$ cat src/rtl/rcs_serial_restore.sv
// Bit-serial minuend restore: a = diff + b + ~bin (mod 2^WIDTH), one full-adder
// slice reused LSB-first with a carry flop; valid/ready on both sides.
module rcs_fa_slice (
  input  logic x_i,
  input  logic y_i,
  input  logic c_i,
  output logic s_o,
  output logic c_o
);
  assign s_o = x_i ^ y_i ^ c_i;
  assign c_o = (x_i & y_i) | (y_i & c_i) | (c_i & x_i);
endmodule

module rcs_serial_restore #(
  parameter int WIDTH = 32
) (
  input  logic             clk,
  input  logic             rst_n,
  input  logic             in_valid,
  output logic             in_ready,
  input  logic [WIDTH-1:0] diff,
  input  logic [WIDTH-1:0] b,
  input  logic             bin,
  output logic             out_valid,
  input  logic             out_ready,
  output logic [WIDTH-1:0] a,
  output logic             cout
);
  localparam int CW = (WIDTH > 2) ? $clog2(WIDTH) : 1;
  localparam logic [CW-1:0] LAST = CW'(WIDTH - 1);

  typedef enum logic [1:0] {IDLE, BUSY, DONE} state_t;

  state_t           state_q, state_d;
  logic [WIDTH-1:0] d_sh_q, d_sh_d;
  logic [WIDTH-1:0] b_sh_q, b_sh_d;
  // Holds the WIDTH-1 bits already produced; the final bit joins at the last edge.
  logic [WIDTH-2:0] res_q, res_d;
  logic             carry_q, carry_d;
  logic [CW-1:0]    cnt_q, cnt_d;
  logic [WIDTH-1:0] a_q, a_d;
  logic             cout_q, cout_d;
  logic             in_ready_q, in_ready_d;
  logic             out_valid_q, out_valid_d;

  logic             sum_bit, carry_nxt;

  rcs_fa_slice u_fa (
    .x_i (d_sh_q[0]),
    .y_i (b_sh_q[0]),
    .c_i (carry_q),
    .s_o (sum_bit),
    .c_o (carry_nxt)
  );

  always_ff @(posedge clk or negedge rst_n) begin
    if (!rst_n) begin
      state_q     <= IDLE;
      d_sh_q      <= '0;
      b_sh_q      <= '0;
      res_q       <= '0;
      carry_q     <= 1'b0;
      cnt_q       <= '0;
      a_q         <= '0;
      cout_q      <= 1'b0;
      in_ready_q  <= 1'b1;
      out_valid_q <= 1'b0;
    end else begin
      state_q     <= state_d;
      d_sh_q      <= d_sh_d;
      b_sh_q      <= b_sh_d;
      res_q       <= res_d;
      carry_q     <= carry_d;
      cnt_q       <= cnt_d;
      a_q         <= a_d;
      cout_q      <= cout_d;
      in_ready_q  <= in_ready_d;
      out_valid_q <= out_valid_d;
    end
  end

  always_comb begin
    state_d     = state_q;
    d_sh_d      = d_sh_q;
    b_sh_d      = b_sh_q;
    res_d       = res_q;
    carry_d     = carry_q;
    cnt_d       = cnt_q;
    a_d         = a_q;
    cout_d      = cout_q;
    in_ready_d  = in_ready_q;
    out_valid_d = out_valid_q;
    unique case (state_q)
      IDLE: begin
        if (in_valid) begin
          d_sh_d     = diff;
          b_sh_d     = b;
          carry_d    = ~bin;
          cnt_d      = '0;
          in_ready_d = 1'b0;
          state_d    = BUSY;
        end
      end
      BUSY: begin
        d_sh_d  = d_sh_q >> 1;
        b_sh_d  = b_sh_q >> 1;
        res_d   = (res_q >> 1) | ((WIDTH-1)'(sum_bit) << (WIDTH-2));
        carry_d = carry_nxt;
        cnt_d   = cnt_q + 1'b1;
        if (cnt_q == LAST) begin
          a_d         = {sum_bit, res_q};
          cout_d      = carry_nxt;
          cnt_d       = '0;
          out_valid_d = 1'b1;
          state_d     = DONE;
        end
      end
      DONE: begin
        if (out_ready) begin
          out_valid_d = 1'b0;
          in_ready_d  = 1'b1;
          state_d     = IDLE;
        end
      end
      default: state_d = IDLE;
    endcase
  end

  assign in_ready  = in_ready_q;
  assign out_valid = out_valid_q;
  assign a         = a_q;
  assign cout      = cout_q;
endmodule
$ cat config.mk
export PLATFORM = sky130hd
export DESIGN_NAME = rcs_serial_restore
export DESIGN_NICKNAME = d
export VERILOG_FILES = /design/src/rtl/rcs_serial_restore.sv
export SDC_FILE = /design/constraint.sdc
export NUM_CORES = 1
export LEC_CHECK = 0
export BUFFER_PORTS_ARGS = -buffer_cell sky130_fd_sc_hd__buf_2
export CORE_UTILIZATION = 35
export CTS_BUF_LIST = sky130_fd_sc_hd__clkbuf_4
export CTS_CLUSTER_DIAMETER = 100
export CTS_CLUSTER_SIZE = 14
export DETAILED_ROUTE_END_ITERATION = 16
export GPL_TIMING_DRIVEN = 1
export PLACE_DENSITY = 0.57
export SETUP_SLACK_MARGIN = 0.02
export SLEW_MARGIN = 15
export SYNTH_ARGS = -nofsm -noshare
export SYNTH_HDL_FRONTEND = slang
export SYNTH_HIERARCHICAL = 1
export SYNTH_SLANG_ARGS = --single-unit
$ cat constraint.sdc
create_clock -name clk -period 2.7 [get_ports clk]
set_clock_uncertainty 0.2 [all_clocks]
set_input_delay 0.27 -clock clk [delete_from_list [all_inputs] [get_ports clk]]
set_output_delay 0.27 -clock clk [all_outputs]
set_load 0.05 [all_outputs]
==> results by group, run 1 <==
Status
  – Status: complete, no violations

Timing
  – Count of final setup violators: 0
  – RSZ-0062 raised after global routing: no
  – Period utilisation layout: 0.817
  – Total negative slack: 0 ps
  – Rel. slew slack: 0.624
  – Max Slew Vio Count: 0
  – Final min period: ~2200 ps
  – Fin. Hold Viols: 0
  – Max Clk Rate: approximately 450 MHz
  – Worst-margin pin slew: ~560 ps

Power and ir drop
  – Total power: between 7 and 8 mW
  – Power density over the cells: around 1000 nW/um2
  – Peak VDD IR: between 0.5 and 0.6 mV
  – Static leakage: 3.92 nW

Logic synthesis
  – Top cell type's share of synthesized area: 0.570
  – Post-synth cell types: 31
  – Sequential area share after synthesis: 0.574
  – Seq cells post-synth: between 100 and 150
  – Post-synthesis async set-or-reset flop share: 1.00
  – EDFF count, synth: 0
  – Synth Flop Type: dfrtp_1
  – Mean Syn Cell Area: approximately 13 um2
  – Top cells by count, synth: 137 x dfrtp_1, 68 x nand2_1, 63 x mux2i_1, 39 x o21ai_0, 35 x mux2_2
  – Synth Instances: between 400 and 500
  – Syn. warnings: 6
  – Most common cell in the netlist: dfrtp_1
  – Yosys top cell by area: dfrtp_1
  – Post-synthesis net count: about 540
  – Post-Syn Area: ~6000 um2
  – Largest cells by area after synthesis: dfrtp_1 57%, mux2i_1 10%, mux2_4 7.5%

Drt
  – Number of remaining DRC errors: 0
  – Vias per cell: roughly 4.6
  – Routed wl met3: about 560 um
  – Routed Antenna Nets: 0
  – Met1 wire length: roughly 5500 um
  – DRT Pass-1 Iters: 4
  – WL per Instance: about 14 um
  – DR vias: between 3000 and 4000
  – Max Used Layer: met4
  – WL met2: about 5500 um
  – Routed WL: 11700 um
  – Initial drt markers: 135

Placed design
  – Port bufs: just over 100
  – GPL Wtd Cong: around 0.73
  – Area after DPL: about 6700 um2
  – Dpl hpwl: about 7600 um

CTS
  – TritonCTS Sinks: approximately 140
  – Post-CTS Setup Inserts: 0
  – CTS buffer count: 17
  – Clock latency on the worst-skew pair: between 500 and 600 ps
  – Clock-pin slew on the worst setup and hold paths: roughly 120 ps
  – CTS tree: yes
  – CTS H-tree lvls: 4
  – Root Buffer: clkbuf_4
  – Max Buffers Root-to-Sink: 2

Cells and area
  – Fraction of layout cells with a size suffix above 1: 0.323
  – Diode count: 0
  – Nets: 708
  – Layout area overhead: 26.8%
  – Final Cell Area: between 7000 and 8000 um2
  – Fillers: approximately 1600

Floorplanning
  – Core Rows: between 40 and 50
  – Die Y: about 130 um
  – Starting Density: 0.360
  – Die ar.: roughly 18000 um2
  – Die width: 133 um
  – # IOs: about 100
  – Core Area: ~17000 um2

GRT
  – First-pass GRT wire length: 20400 um
  – Gr usage total: 0.146
  – Vias in the first global route: 4225
  – Largest net degree at the start of global routing: 66
  – Initial antenna violation count: 0
  – Global route total overflow: 0

Critical path
  – Critical path data arrival time: 2450 ps
  – Crit end category: flip-flop
  – Critical Path RT: 2940 ps
  – CP startpoint: cnt_q[0]
  – R2r endpoint: cnt_q[2]
  – R2r startpoint: cnt_q[0]
  – Startpoint types: flip-flop
  – Register-to-register setup slack: roughly 500 ps
  – Crit Path Max Fanout: 5
  – R2R cell count: 6
  – Crit Path Class: reg -> reg
  – Setup crit end: cnt_q[2]

Job
  – Max-cap violations: 0

Worst hold path
  – Hold Path Class: in -> async
==> registers in the layout (all words and copies together), names as in the netlist <==
name       flops
res_q         31
cnt_q          5
b_sh_q        32
carry_q        1
state_q        2
in_ready       1
cout           1
d_sh_q        32
out_valid      1
a             32
==> critical path, stage by stage, from the launching register on <==
cell,delay [ps]
dfrtp_1,430
ha_1,240
and3_1,210
ha_1,210
nor3b_1,480
nand2b_1,150
a31oi_1,210
==> through the flow <==
stage / instances / worst slack [ps] / hold slack, ps / util
2_1_floorplan: 466 / 771 / -226 / -
3_3_place_gp: 767 / 645 / 64.4 / 0.400
3_5_place_dp: 767 / 505 / 73.8 / 0.400
4_1_cts: 867 / 478 / 45.2 / 0.457
5_1_grt: 867 / 313 / 57.5 / 0.457
6_report: 867 / 495 / 63.9 / 0.457
==> how the worst min path moves through the flow <==
stage / to / slack [ps] / cells past startpoint
6_report: a[22] / 60 / 2
5_1_grt: a[21] / 60 / 2
4_1_cts: a[22] / 50 / 2
3_5_place_dp: a[21] / 70 / 1
3_3_place_gp: a[19] / 60 / 1
2_1_floorplan: a[0] / -230 / 0
==> cell usage in the layout (no fill, tap or decap), types with 2 or more instances in the layout <==
cell,instances
dfrtp_1,137
buf_2,102
dlygate4sd3_1,69
nand2_1,68
mux2i_1,63
o21ai_0,39
mux2_2,35
mux2_4,30
o21ai_1,26
clkbuf_4,18
a21oi_1,8
clkinvlp_4,5
buf_4,5
nor2_1,4
nand2b_1,3
inv_1,3
nor2b_1,3
ha_1,3
clkinv_2,3
buf_12,3
a31oi_1,2
a22o_1,2
clkinv_1,2
bufinv_16,2
==> logic make-up (layout without fill, tap and decap cells) <==
kind of cell,count (synthesis),in the layout,synth area share
adders and majority gates,4,4,0.00957
muxes,128,128,0.245
and+or+nand+nor,83,83,0.0584
DFF,138,138,0.574
buffers and inverters,33,214,0.0428
AOI/OAI and AO/OA,80,80,0.0697
==> report_power, final <==
group / total [mW] / internal (mW) / leakage, nW / switching [mW]
Clock: 1.28 / 0.544 / 0.131 / 0.738
Sequential: 3.59 / 3.00 / 1.73 / 0.592
Combinational: 3.10 / 1.42 / 2.06 / 1.68
Total: 7.97 / 4.97 / 3.92 / 3.01
==> repair_timing <==
item	4_1_cts	5_1_grt
hold buffers	69	0
resized for setup	0	0
endpoints found under the hold margin	207	0
setup endpoints to repair	0	0
==> layout make-up <==
type                            instances  area, um2  area share
Clock buffer                           18        135      0.0177
Clock inverter                         13        129      0.0169
Inverter                                3       11.3     0.00148
Multi-Input combinational cell        295       2310       0.303
Sequential cell                       138       3450       0.453
Tap cell                              220        275      0.0361
Timing Repair Buffer                  180       1310       0.172
==> layer usage <==
layer,global-route usage,vias to the layer above
met5,0,-
met4,0.0581,0
met3,0.0457,19
met2,0.237,92
met1,0.182,1911
li1,-,1955
Power figures use the tool's default switching activity.
==> run 2, diff against run 1 <==
- clock period: 2.7 -> 2.1 ns (I/O delays scaled with it)
==> run 2 against run 1 <==
Register-to-register slack worse by 390 ps. Worst setup slack worse by 390 ps. Utilization up 1.4 points. Via count increased by 0.45%. Flip-flop and latch count did not move. Hold slack better by 200 ps. Sequential share of layout area decreased by 1.3 points. Global-route usage hardly changed. Design area rose by 3.1%. Combinational power rose by 33%. Clock-buffer cell count did not move. Critical path type unchanged. Critical endpoint is now a[22].
==> results by group, run 2 (synthesized netlist as in run 1, its figures left out) <==
Floorplanning
  – Core Area: 16700 um2 (unchanged)
  – Die Y: 133 um (unchanged)
  – Die ar.: 17700 um2 (unchanged)
  – # IOs: 104 (unchanged)
  – Core Rows: 47 (unchanged)
  – Starting Density: 0.360 (unchanged)
  – Die width: 133 um (unchanged)

Drt
  – Vias per cell: 4.54 (was 4.59)
  – Routed Antenna Nets: 0 (unchanged)
  – WL per Instance: 13.7 um (was 13.5 um)
  – DR vias: 3995 (was 3977)
  – DRT Pass-1 Iters: 4 (unchanged)
  – Initial drt markers: 137 (was 135)
  – Number of remaining DRC errors: 0 (unchanged)
  – Routed WL: 12000 um (was 11700 um)

Worst hold path
  – WHS Endpoint: state_q[1]
  – Hold depth: 3
  – Hold_sp: out_ready
  – Hold Path Class: in -> reg (was in -> async)

Critical path
  – Crit end category: flip-flop (unchanged)
  – Crit Path Class: reg -> reg (unchanged)
  – Crit path buffers/inverters: 1 (was 0)
  – Crit Path Max Fanout: 8 (was 5)
  – Slowest stage delay, CP: 420 ps (was 480 ps)
  – R2r endpoint: a[22] (was cnt_q[2])
  – Startpoint types: flip-flop (unchanged)
  – CP cell instances: ha_1 > and3_1 > ha_2 > nand2_4 > clkbuf_16 > mux2_4 (was ha_1 > and3_1 > ha_1 > nor3b_1 > nand2b_1 > a31oi_1)
  – R2r startpoint: cnt_q[0] (unchanged)
  – Critical Path RT: 2320 ps (was 2940 ps)
  – Register-to-register setup slack: 110 ps (was 490 ps)
  – Critical path data arrival time: 2210 ps (was 2450 ps)
  – R2R cell count: 6 (unchanged)
  – Slowest stage cell, crit path: dfrtp_1 (was nor3b_1)
  – Crit-path leading delay family: adder cells (was simple AND/OR/NAND/NOR gates)

Job
  – Max-cap violations: 0 (unchanged)

CTS
  – CTS buffer count: 17 (unchanged)
  – TritonCTS Sinks: 138 (unchanged)
  – CTS H-tree lvls: 4 (unchanged)
  – CTS tree: yes (unchanged)
  – Clock-pin slew on the worst setup and hold paths: 130 ps (was 120 ps)
  – Max Buffers Root-to-Sink: 2 (unchanged)
  – Root Buffer: clkbuf_4 (unchanged)
  – Clock latency on the worst-skew pair: 520 ps (was 530 ps)

Timing
  – Fin. Hold Viols: 0 (unchanged)
  – Worst-margin pin slew: 346 ps (was 563 ps)
  – Max Slew Vio Count: 0 (unchanged)
  – RSZ-0062 raised after global routing: no (unchanged)
  – Max Clk Rate: 502 MHz (was 453 MHz)
  – Count of final setup violators: 0 (unchanged)
  – Final worst slack: 110 ps (was 495 ps)
  – Total negative slack: 0 ps (unchanged)
  – Rel. slew slack: 0.768 (was 0.624)
  – Period utilisation layout: 0.948 (was 0.817)
  – Final min period: 1990 ps (was 2210 ps)

Cells and area
  – Layout area overhead: 30.7% (was 26.8%)
  – Fin cells: 880 (was 867)
  – Diode count: 0 (unchanged)
  – Nets: 720 (was 708)
  – Fillers: 1539 (was 1573)
  – Most frequent cells in the layout: 137 x dfrtp_1, 102 x buf_2, 70 x dlygate4sd3_1 (was 137 x dfrtp_1, 102 x buf_2, 69 x dlygate4sd3_1)
  – Fraction of layout cells with a size suffix above 1: 0.339 (was 0.323)
  – Most common cell after layout, fill and taps aside: dfrtp_1 (unchanged)

Power and ir drop
  – Peak VDD IR: 0.632 mV (was 0.541 mV)
  – Net Switching: 3.94 mW (was 3.01 mW)
  – Seq pwr share: 0.434 (was 0.450)
  – Combinational Power Share: 0.391 (was 0.389)
  – Sw frac: 0.373 (was 0.377)
  – Static leakage: 4.02 nW (was 3.92 nW)
  – Int Pwr: 6.62 mW (was 4.97 mW)
  – Power density over the cells: 1340 nW/um2 (was 1040 nW/um2)
  – Power share of the clock group: 0.175 (was 0.161)

Placed design
  – Port bufs: 103 (unchanged)
  – Dpl hpwl: 7700 um (was 7640 um)
  – GPL Wtd Cong: 0.709 (was 0.731)
  – Dpl cells: 773 (was 767)
  – Worst Setup Slack post-DPL: 81.1 ps (was 505 ps)

GRT
  – Gr busiest metal: met2 (unchanged)
  – First-pass GRT wire length: 20400 um (about the same)
  – Met2 GRT Util: 0.233 (was 0.237)
  – Largest net degree at the start of global routing: 86 (was 66)
  – Grt met1 use: 0.187 (was 0.182)
  – Gr usage total: 0.147 (was 0.146)
  – Vias in the first global route: 4125 (was 4225)
  – M3 GR Usage: 0.0518 (was 0.0457)
  – Initial antenna violation count: 0 (unchanged)
  – Global route total overflow: 0 (unchanged)

Status
  – Status: complete, no violations (unchanged)
-- run 2: worst max-delay path by stage --
| stage | slack [ps] | depth (start not counted) | end | start |
|---|---|---|---|---|
| 6_report | 110 | 6 | a[22] | cnt_q[0] |
| 2_1_floorplan | 170 | 6 | cnt_q[3] | cnt_q[0] |
| 3_3_place_gp | 120 | 6 | a[20] | cnt_q[0] |
| 4_1_cts | 50 | 6 | a[23] | cnt_q[0] |
| 3_5_place_dp | 80 | 6 | a[20] | cnt_q[0] |
| 5_1_grt | 20 | 7 | cnt_q[3] | cnt_q[0] |
-- run 2: cell type report --
| type | count | area, um2 | area share |
|---|---|---|---|
| multi-input cells | 295 | 2320 | 0.295 |
| inverters | 3 | 11.3 | 0.00143 |
| well taps | 220 | 275 | 0.0350 |
| clock inverters | 14 | 171 | 0.0218 |
| clock buffers | 18 | 135 | 0.0172 |
| flip-flops and latches | 138 | 3450 | 0.439 |
| repair buffers | 192 | 1500 | 0.191 |
-- run 2: stage by stage --
step	area [um2]	utilization	power [mW]	hold slack (ps)
2_1_floorplan	6020	-	7.82	-286
3_3_place_gp	6780	0.406	8.52	-69.8
3_5_place_dp	6780	0.406	8.71	-70.6
4_1_cts	7810	0.468	10.7	196
5_1_grt	7860	0.471	11.3	224
6_report	7860	0.471	10.6	259
-- run 2: power by group through the flow --
stage | combinational [mW] | clock, mW | sequential (mW)
6_report | 4.13 | 1.85 | 4.59
4_1_cts | 4.16 | 1.93 | 4.61
2_1_floorplan | 2.62 | 0 | 5.20
5_1_grt | 4.53 | 2.05 | 4.76
3_3_place_gp | 3.93 | 0 | 4.60
3_5_place_dp | 4.05 | 0 | 4.66
-- run 2: timing repair --
| action | in CTS | in global routing |
|---|---|---|
| buffers inserted | 0 | 3 |
| hold buffers | 71 | 0 |
| endpoints found under the setup margin | 0 | 18 |
| endpoints found under the hold margin | 209 | 0 |
| gates resized for setup | 0 | 2 |
-- run 2: worst register-to-register path, stage by stage, from the launching register on --
cell,delay (ps)
dfrtp_1,420
ha_1,230
and3_1,210
ha_2,200
nand2_4,140
clkbuf_16,200
mux2_4,300
-- run 2: metal layers --
layer | routed length (um) | share of wire
met4 | 174 | 0.014
met2 | 5710 | 0.48
met5 | 0 | 0
met1 | 5470 | 0.46
met3 | 657 | 0.055
